## src/rtl/keycode_event_queue.sv

```systemverilog
// Debounced keycode level -> press/release events in a show-ahead FIFO.
// Define KEYCODE_TYPEMATIC_EN to add auto-repeat press events.
module keycode_event_queue #(
   parameter int DEPTH        = 8,
   parameter int DEBOUNCE_CYC = 4,
   parameter int REPEAT_DELAY = 25_000_000,
   parameter int REPEAT_RATE  = 5_000_000
) (
   input  logic                   clk_clk,
   input  logic                   reset_reset_n,
   input  logic [7:0]             keycode_in,
   input  logic                   evt_ready,
   input  logic                   clr_overflow,
   output logic                   evt_valid,
   output logic [7:0]             evt_code,
   output logic                   evt_press,
   output logic                   evt_repeat,
   output logic [$clog2(DEPTH):0] fifo_count,
   output logic                   overflow
);

   typedef enum logic [1:0] {
      IDLE,
      EMIT_REL,
      EMIT_PRS
   } state_t;

   typedef struct packed {
      logic [7:0] code;
      logic       press;
      logic       rpt;
   } evt_t;

   localparam int AW = $clog2(DEPTH);
   localparam int SW = $clog2(DEBOUNCE_CYC + 1);
   localparam logic [SW-1:0] STAB_MAX = SW'(DEBOUNCE_CYC - 1);

   if (DEPTH < 2 || (DEPTH & (DEPTH - 1)) != 0 ||
       DEBOUNCE_CYC < 1 || REPEAT_DELAY < 1 ||
       REPEAT_RATE < 1) begin : g_bad_cfg
      $error("keycode_event_queue: bad parameters");
   end

   state_t        state_q;
   state_t        state_d;
   logic [7:0]    kc_q;
   logic [7:0]    committed;
   logic [7:0]    prev_code;
   logic [SW-1:0] stab_cnt;
   logic          commit;
   logic          rpt_push;
   logic          push;
   logic          push_ok;
   logic          pop;
   logic          full;
   evt_t          push_evt;
   evt_t          head;
   evt_t          mem [DEPTH];
   logic [AW:0]   wr_ptr;
   logic [AW:0]   rd_ptr;

   // stability counter saturates once the debounce window is met
   always_ff @(posedge clk_clk) begin
      if (!reset_reset_n) begin
         kc_q     <= 8'h00;
         stab_cnt <= '0;
      end else begin
         kc_q <= keycode_in;
         if (keycode_in != kc_q)
            stab_cnt <= '0;
         else if (stab_cnt != STAB_MAX)
            stab_cnt <= stab_cnt + 1'b1;
      end
   end

   assign commit = (state_q == IDLE) &&
                   (kc_q != committed) &&
                   (stab_cnt == STAB_MAX);

   always_comb begin
      state_d  = state_q;
      push     = 1'b0;
      push_evt = '0;
      unique case (state_q)
         IDLE: begin
            if (commit) begin
               state_d = (committed != 8'h00) ?
                         EMIT_REL : EMIT_PRS;
            end else if (rpt_push) begin
               push           = 1'b1;
               push_evt.code  = committed;
               push_evt.press = 1'b1;
               push_evt.rpt   = 1'b1;
            end
         end
         EMIT_REL: begin
            push          = 1'b1;
            push_evt.code = prev_code;
            state_d = (committed != 8'h00) ?
                      EMIT_PRS : IDLE;
         end
         EMIT_PRS: begin
            push           = 1'b1;
            push_evt.code  = committed;
            push_evt.press = 1'b1;
            state_d        = IDLE;
         end
         default: state_d = IDLE;
      endcase
   end

   always_ff @(posedge clk_clk) begin
      if (!reset_reset_n) begin
         state_q   <= IDLE;
         committed <= 8'h00;
         prev_code <= 8'h00;
      end else begin
         state_q <= state_d;
         if (commit) begin
            prev_code <= committed;
            committed <= kc_q;
         end
      end
   end

`ifdef KEYCODE_TYPEMATIC_EN
   localparam int RMAX = (REPEAT_DELAY > REPEAT_RATE) ?
                         REPEAT_DELAY : REPEAT_RATE;
   localparam int RW = $clog2(RMAX + 1);

   logic [RW-1:0] rpt_cnt;
   logic [RW-1:0] rpt_lim;
   logic          rpt_armed;
   logic          rpt_run;

   assign rpt_run  = (state_q == IDLE) &&
                     (committed != 8'h00) && !commit;
   assign rpt_lim  = rpt_armed ? RW'(REPEAT_RATE - 1) :
                                 RW'(REPEAT_DELAY - 1);
   assign rpt_push = rpt_run && (rpt_cnt == rpt_lim);

   always_ff @(posedge clk_clk) begin
      if (!reset_reset_n || commit) begin
         rpt_cnt   <= '0;
         rpt_armed <= 1'b0;
      end else if (rpt_push) begin
         rpt_cnt   <= '0;
         rpt_armed <= 1'b1;
      end else if (rpt_run) begin
         rpt_cnt <= rpt_cnt + 1'b1;
      end
   end
`else
   assign rpt_push = 1'b0;
`endif

   // count range is 0..DEPTH, so the MSB alone flags full
   assign fifo_count = wr_ptr - rd_ptr;
   assign full       = fifo_count[AW];
   assign evt_valid  = (fifo_count != '0);
   assign pop        = evt_valid && evt_ready;
   assign push_ok    = push && (!full || pop);
   assign head       = mem[rd_ptr[AW-1:0]];
   assign evt_code   = evt_valid ? head.code : 8'h00;
   assign evt_press  = evt_valid && head.press;
   assign evt_repeat = evt_valid && head.rpt;

   always_ff @(posedge clk_clk) begin
      if (push_ok)
         mem[wr_ptr[AW-1:0]] <= push_evt;
   end

   always_ff @(posedge clk_clk) begin
      if (!reset_reset_n) begin
         wr_ptr   <= '0;
         rd_ptr   <= '0;
         overflow <= 1'b0;
      end else begin
         if (push_ok)
            wr_ptr <= wr_ptr + 1'b1;
         if (pop)
            rd_ptr <= rd_ptr + 1'b1;
         if (push && !push_ok)
            overflow <= 1'b1;
         else if (clr_overflow)
            overflow <= 1'b0;
      end
   end

endmodule

```

## config.mk

```make
export PLATFORM = sky130hd
export DESIGN_NAME = keycode_event_queue
export DESIGN_NICKNAME = d
export VERILOG_FILES = /design/src/rtl/keycode_event_queue.sv
export SDC_FILE = /design/constraint.sdc
export NUM_CORES = 1
export LEC_CHECK = 0
export ABC_AREA = 1
export BUFFER_PORTS_ARGS = -buffer_cell sky130_fd_sc_hd__buf_2
export CORE_AREA = 2 2 83 125
export DETAILED_ROUTE_END_ITERATION = 7
export DIE_AREA = 0 0 85 127
export GPL_ROUTABILITY_DRIVEN = 0
export PLACE_DENSITY = 0.7
export SLEW_MARGIN = 20
export SYNTH_ARGS = -nofsm -noshare
export SYNTH_HDL_FRONTEND = slang
export SYNTH_SLANG_ARGS = --single-unit
```

## constraint.sdc

```tcl
create_clock -name clk_clk -period 3.8 [get_ports clk_clk]
set_input_delay 0.19 -clock clk_clk [delete_from_list [all_inputs] [get_ports clk_clk]]
set_output_delay 0.19 -clock clk_clk [all_outputs]
set_load 0.01 [all_outputs]
```

# Word level (Yosys, flattened, before mapping)

Memory sizes are Yosys's and may differ from the RTL's. A register that Yosys moved wholly into a read port is not among the register bits.
Index checks and enable logic that the tools add are counted.

Bits in registers: 38
Bits in writable memories: 72
Bits of input ports: 12
Output and inout port bits: 16
Memories kept: 1

Memories:

| memory | depth | bits a word | rd ports | clocked after memory_dff | write ports | RTL line | RTL |
|---|---|---|---|---|---|---|---|
| mem    | 8     | 9           | 1        | 1                        | 1           | 58       | `evt_t mem [DEPTH];` |

$add $sub $neg: 4
Eq/ne operators: 7
Multiplexer cells: 14
Bitwise logic cells: 1
Reduce and logical (&&, ||, !) cells: 16

Operators by type and width:

| operator                                                        | number |
|---|---|
| 8-bit != test                                                   | 2 |
| 8-bit one-hot mux with 2 select lines                           | 1 |
| 4-bit by 1-bit adder with 4-bit output, second input constant   | 2 |
| 8-bit 2-to-1 mux                                                | 1 |
| 8-bit nonzero test                                              | 1 |
| 1-bit logical AND                                               | 6 |
| 1-bit 2-to-1 mux                                                | 6 |
| 2-bit 2-to-1 mux                                                | 3 |
| 3-bit 2-to-1 mux                                                | 2 |
| 2-bit one-hot mux with 2 select lines                           | 1 |
| 4-bit nonzero test                                              | 1 |
| 2-bit OR reduction                                              | 2 |
| 4-bit subtractor                                                | 1 |
| 3-bit by 1-bit adder with 3-bit output, second input constant   | 1 |
| 3-bit by 2-bit == test with 1-bit output, second input constant | 1 |
| 3-bit by 2-bit != test with 1-bit output, second input constant | 1 |
| 2-bit by 1-bit == test with 1-bit output, second input constant | 1 |
| 2-bit == test, second input constant                            | 1 |
| 1-bit zero test                                                 | 2 |
| 2-bit zero test                                                 | 1 |
| 2-bit != test, second input constant                            | 1 |
| 2-bit nonzero test                                              | 1 |
| 1-bit logical AND, second input constant                        | 1 |
| 1-bit logical OR                                                | 1 |
| 1-bit inverter                                                  | 1 |

# Depth between registers and ports, before layout

Depth after elaboration: 8
Mapped depth: 11
Mapped depth without buffers: 11

# Worst setup path after synthesis

No wires, ideal clock.

Path type: register to register
Start point: register wr_ptr[0]
End point: memory mem[0][0] (netlist name) (enable)
Data arrival time: 1749 ps
Data required time: 3426 ps
Slack: 1676 ps
Cell stages (with the launch flop): 11
Cell sequence: dfxtp_1 > inv_1 > ha_1 > nand3b_1 > nand2_1 > nand2_1 > nand3_2 > nand2_4 > clkinv_2 > nand2_4 > nor2_1

Longest elaborated chain between the ends: 7

RTL lines:

| item                                   | RTL line | RTL |
|---|---|---|
| start: declaration                     | 59       | `logic [AW:0] wr_ptr;` |
| start signal: assignment               | 180      | `wr_ptr <= wr_ptr + 1'b1;` |
| 4-bit subtractor                       | 158      | `assign fifo_count = wr_ptr - rd_ptr;` |
| 4-bit nonzero test                     | 160      | `assign evt_valid = (fifo_count != '0);` |
| 1-bit logical AND                      | 161      | `assign pop = evt_valid && evt_ready;` |
| 1-bit logical OR                       | 162      | `assign push_ok = push && (!full \|\| pop);` |
| 1-bit logical AND                      | 162      |  |
| 1-bit 2-to-1 mux                       | 169      | `if (push_ok)` |
| 1-bit 2-to-1 mux (not written as such) | 170      | `mem[wr_ptr[AW-1:0]] <= push_evt;` |
| end: declaration                       | 58       |  |

Several ways; a longest one is shown, not always the timed one.

# Worst setup path in the final report

Start point: register wr_ptr[0]
End point: output port evt_press

Longest elaborated chain between the ends: 3

RTL lines:

| item               | RTL line | RTL |
|---|---|---|
| 4-bit subtractor   | 158      |  |
| 4-bit nonzero test | 160      |  |
| 1-bit logical AND  | 165      | `assign evt_press = evt_valid && head.press;` |
| end: declaration   | 16       | `output logic evt_press,` |

No other way between the ends.

==> summary.json <==
{
  "route": {
    "drt_drc_violations_left": 0,
    "drt_pre_antenna_iters": 4,
    "drt_iter0_markers": 228,
    "drtAntennaViolNets": 0,
    "detailroute.via_count": 3584,
    "postRouteWirelength_microns": 10500,
    "wl_per_cell_microns": 15.6,
    "routed_via_density": 5.34
  },
  "pwr": {
    "power-per-cell-area_mw_per_mm2": 599,
    "static-leakage-power_uw": 0.00234,
    "worst_supply_voltage_drop_on_vdd_v": 0.000381
  },
  "sta": {
    "timing.clock.skew_ns": 0.0127,
    "maxSlewHeadroom_pct": 40.9,
    "worst_slew_pin_slew_ns": 0.886,
    "final.min_clock_period_ns": 2.67,
    "tns_ns": 0,
    "slew_viol_final": 0,
    "hold_violations": 0,
    "fmaxAchievable_mhz": 374,
    "rsz0062_at_grt": "no",
    "report.final.setup_viol": 0,
    "finalCritPeriodShare_pct": 70.3
  },
  "clocking": {
    "cts.clk_slew.worst_paths_ns": 0.05,
    "cts_num_sinks": 113,
    "root_buf_cell": "clkbuf_16",
    "clk_latency_ns": 0.41,
    "clk_path_buf_depth": 2,
    "clock_buffers_created_by_tritoncts": 17,
    "tritoncts": "yes",
    "cts_htree_levels": 4
  },
  "critical_path": {
    "cp.buffers_inverters": 3,
    "cp_data_arrival_time_ns": 2.48,
    "critical_path_required_ns": 3.61,
    "critical_setup_path_kind": "flop to output pin",
    "crit_path_max_incr_delay_ns": 0.52,
    "slowest_stage": "fa_1",
    "critPathMostFrequentCell": "nor2_1",
    "start_kind": "flop",
    "cp_max_fo": 9,
    "critical_path.top_delay_family": "adder cells",
    "critPathCaptureType": "output pin",
    "chain_of_cells_forming_the_critical_path": "inv_1 > ha_1 > fa_1 > nand2_1 > nor2_1 > nand3_4 > inv_2 > nor2_1 > buf_2"
  },
  "global_routing": {
    "global_route_wire_length_before_repair_microns": 17100,
    "antenna_found_initial": 0,
    "first_global_vias": 3550,
    "pin_count_of_the_biggest_net_entering_global_routing": 38,
    "residual_overflow_from_global_routing": 0,
    "grt_util_all_layers_pct": 20.8
  },
  "yosys": {
    "synth.avg_cell_area_sq_um": 9.88,
    "syn_inst": 512,
    "synth-seq-cells": 113,
    "ys_types": 36,
    "synth_seq_area_share_pct": 59.0,
    "synth_nets": 535,
    "yosys_synthesis_warning_count": 0,
    "summed_instance_area_of_the_synthesized_netlist_sq_mm": 0.00506
  },
  "floorplan": {
    "core-area_sq_mm": 0.00963,
    "die_area_sq_mm": 0.0108,
    "dieWidth_microns": 85,
    "chipHeight_microns": 127,
    "ioPinCount": 28,
    "num_rows": 44,
    "initial_core_util_pct": 52.5
  },
  "final_layout": {
    "finish.utilization_pct": 60.5,
    "antenna_cells": 0,
    "n_fill_cell": 763,
    "num-nets-final": 566,
    "layout-drive-gt1-share_pct": 12.8,
    "synth_to_layout_area_growth_pct": 15.2
  },
  "status": {
    "outcome": "finished, final reports clean"
  },
  "min_path": {
    "worst_hold_path_type": "input port to flop"
  },
  "place": {
    "detailedPlacementHpwl_microns": 7350,
    "port-buffer-count": 26
  },
  "flow_run": {
    "cap_viol_max_count": 0
  }
}
## cells in the final DEF, fill, tap and decap left out, types with 5 or more instances in the layout
cell type      netlist  final
dfxtp_1             41     40
nor2_1              48     48
a32oi_1             18     18
nand3_1             14     14
mux2i_1             10     10
a21oi_1             45     45
clkbuf_1             8     10
clkbuf_16            0     17
ha_1                10     10
dlygate4sd3_1        0      8
nand2_2              5      5
clkbuf_8             0      5
edfxtp_1            72     72
inv_2                6      6
xnor2_1             10     10
inv_1               35     35
nand2_1            137    137
buf_2                9     26
nand4_1             11     11
## final cells by class
class,count,area (sq um),share of cell area (%)
Multi-Input combinational cell,333,1780,30.6
Tap cell,115,144,2.47
Sequential cell,113,2980,51.2
Inverter,43,165,2.83
Timing Repair Buffer,35,218,3.74
Clock buffer,32,532,9.13
## tightest hold or removal path: stages
cell,delay (ns)
buf_2,0.08
inv_1,0.03
nand2_1,0.04
a21oi_1,0.06
## cell families (layout without fill, tap and decap cells)
logic type,after synthesis,count (layout),share of synthesized area [%]
compound gates,71,71,8.63
xor+xnor,14,14,2.42
fa+ha+maj,11,11,2.87
buf+inv,66,110,5.79
flops,113,113,59.0
mux,10,10,1.98
other cells,1,1,0.0741
simple gates,226,226,19.3
## sequential cells by signal (all words and copies together) (netlist names), named ones only
register / flops
committed: 8
kc_q: 8
mem: 72
overflow: 1
prev_code: 8
rd_ptr: 4
stab_cnt: 3
state_q: 2
wr_ptr: 4
## synthesized netlist by cell type
cell type | n | area [sq um]
a22o_1 | 2 | 17.5
fa_1 | 1 | 20.0
xnor2_1 | 10 | 87.6
a21oi_1 | 45 | 225
nor3_1 | 3 | 15.0
nor3_2 | 1 | 10.0
nand2_1 | 137 | 514
clkbuf_1 | 8 | 30.0
ha_1 | 10 | 125
clkinv_2 | 1 | 5.00
buf_4 | 1 | 7.51
nand3_1 | 14 | 70.1
xor2_1 | 4 | 35.0
a21oi_2 | 1 | 8.76
buf_6 | 3 | 33.8
nand4_1 | 11 | 68.8
a32oi_1 | 18 | 158
inv_1 | 35 | 131
nand3_2 | 1 | 10.0
clkbuf_4 | 1 | 7.51
nand3_4 | 2 | 35.0
o22ai_1 | 2 | 12.5
nand3b_1 | 1 | 7.51
dfxtp_1 | 41 | 821
nor2_1 | 48 | 180
nand2_2 | 5 | 31.3
inv_4 | 1 | 6.26
conb_1 | 1 | 3.75
mux2i_1 | 10 | 100
inv_2 | 6 | 22.5
edfxtp_1 | 72 | 2160
nand2_4 | 3 | 33.8
buf_2 | 9 | 45.0
o21ai_0 | 2 | 10.0
buf_1 | 1 | 3.75
o21ai_1 | 1 | 5.00
## metal layers
layer / GRT usage [%] / wire [microns]
met1: 23.5 / 4340
met5: 0 / 0
met4: 8.22 / 238
met3: 6.33 / 421
met2: 36.5 / 5460
## report_power, final
| part | internal [uW] | total (uW) | switching (uW) |
|---|---|---|---|
| combinational | 258 | 698 | 440 |
| sequential | 1330 | 1390 | 56.3 |
| clock | 917 | 1400 | 485 |
| total | 2510 | 3490 | 980 |
## through the flow
step | instances | instance area [sq um] | hold slack [ns] | total power, uW | setup slack [ns]
detailed placement | 631 | 5210 | 0.401 | 2110 | 1.32
floorplan | 512 | 5060 | 0.283 | 1890 | 1.68
global placement | 631 | 5210 | 0.395 | 2100 | 1.45
CTS | 671 | 5830 | 0.0292 | 3510 | 1.12
global route | 671 | 5830 | 0.0504 | 3650 | 1.01
finish | 671 | 5830 | 0.0308 | 3490 | 1.13
## path summary, 6_finish.rpt
kind	start	end	slack [ns]	cells past startpoint
worst min register to register	overflow	overflow	0.46	2
worst max-delay path	wr_ptr[0]	evt_press	1.13	9
worst min-delay path	clr_overflow	overflow	0.03	4
worst max register to register	wr_ptr[0]	mem[5][4]	1.32	10
## timing repair
action                                 in CTS  in global routing
endpoints found under the hold margin       8                  0
gates resized for setup                     0                  0
hold buffers                                8                  0
buffers inserted                            0                  0
No activity file was read; power rests on OpenSTA's default activity.
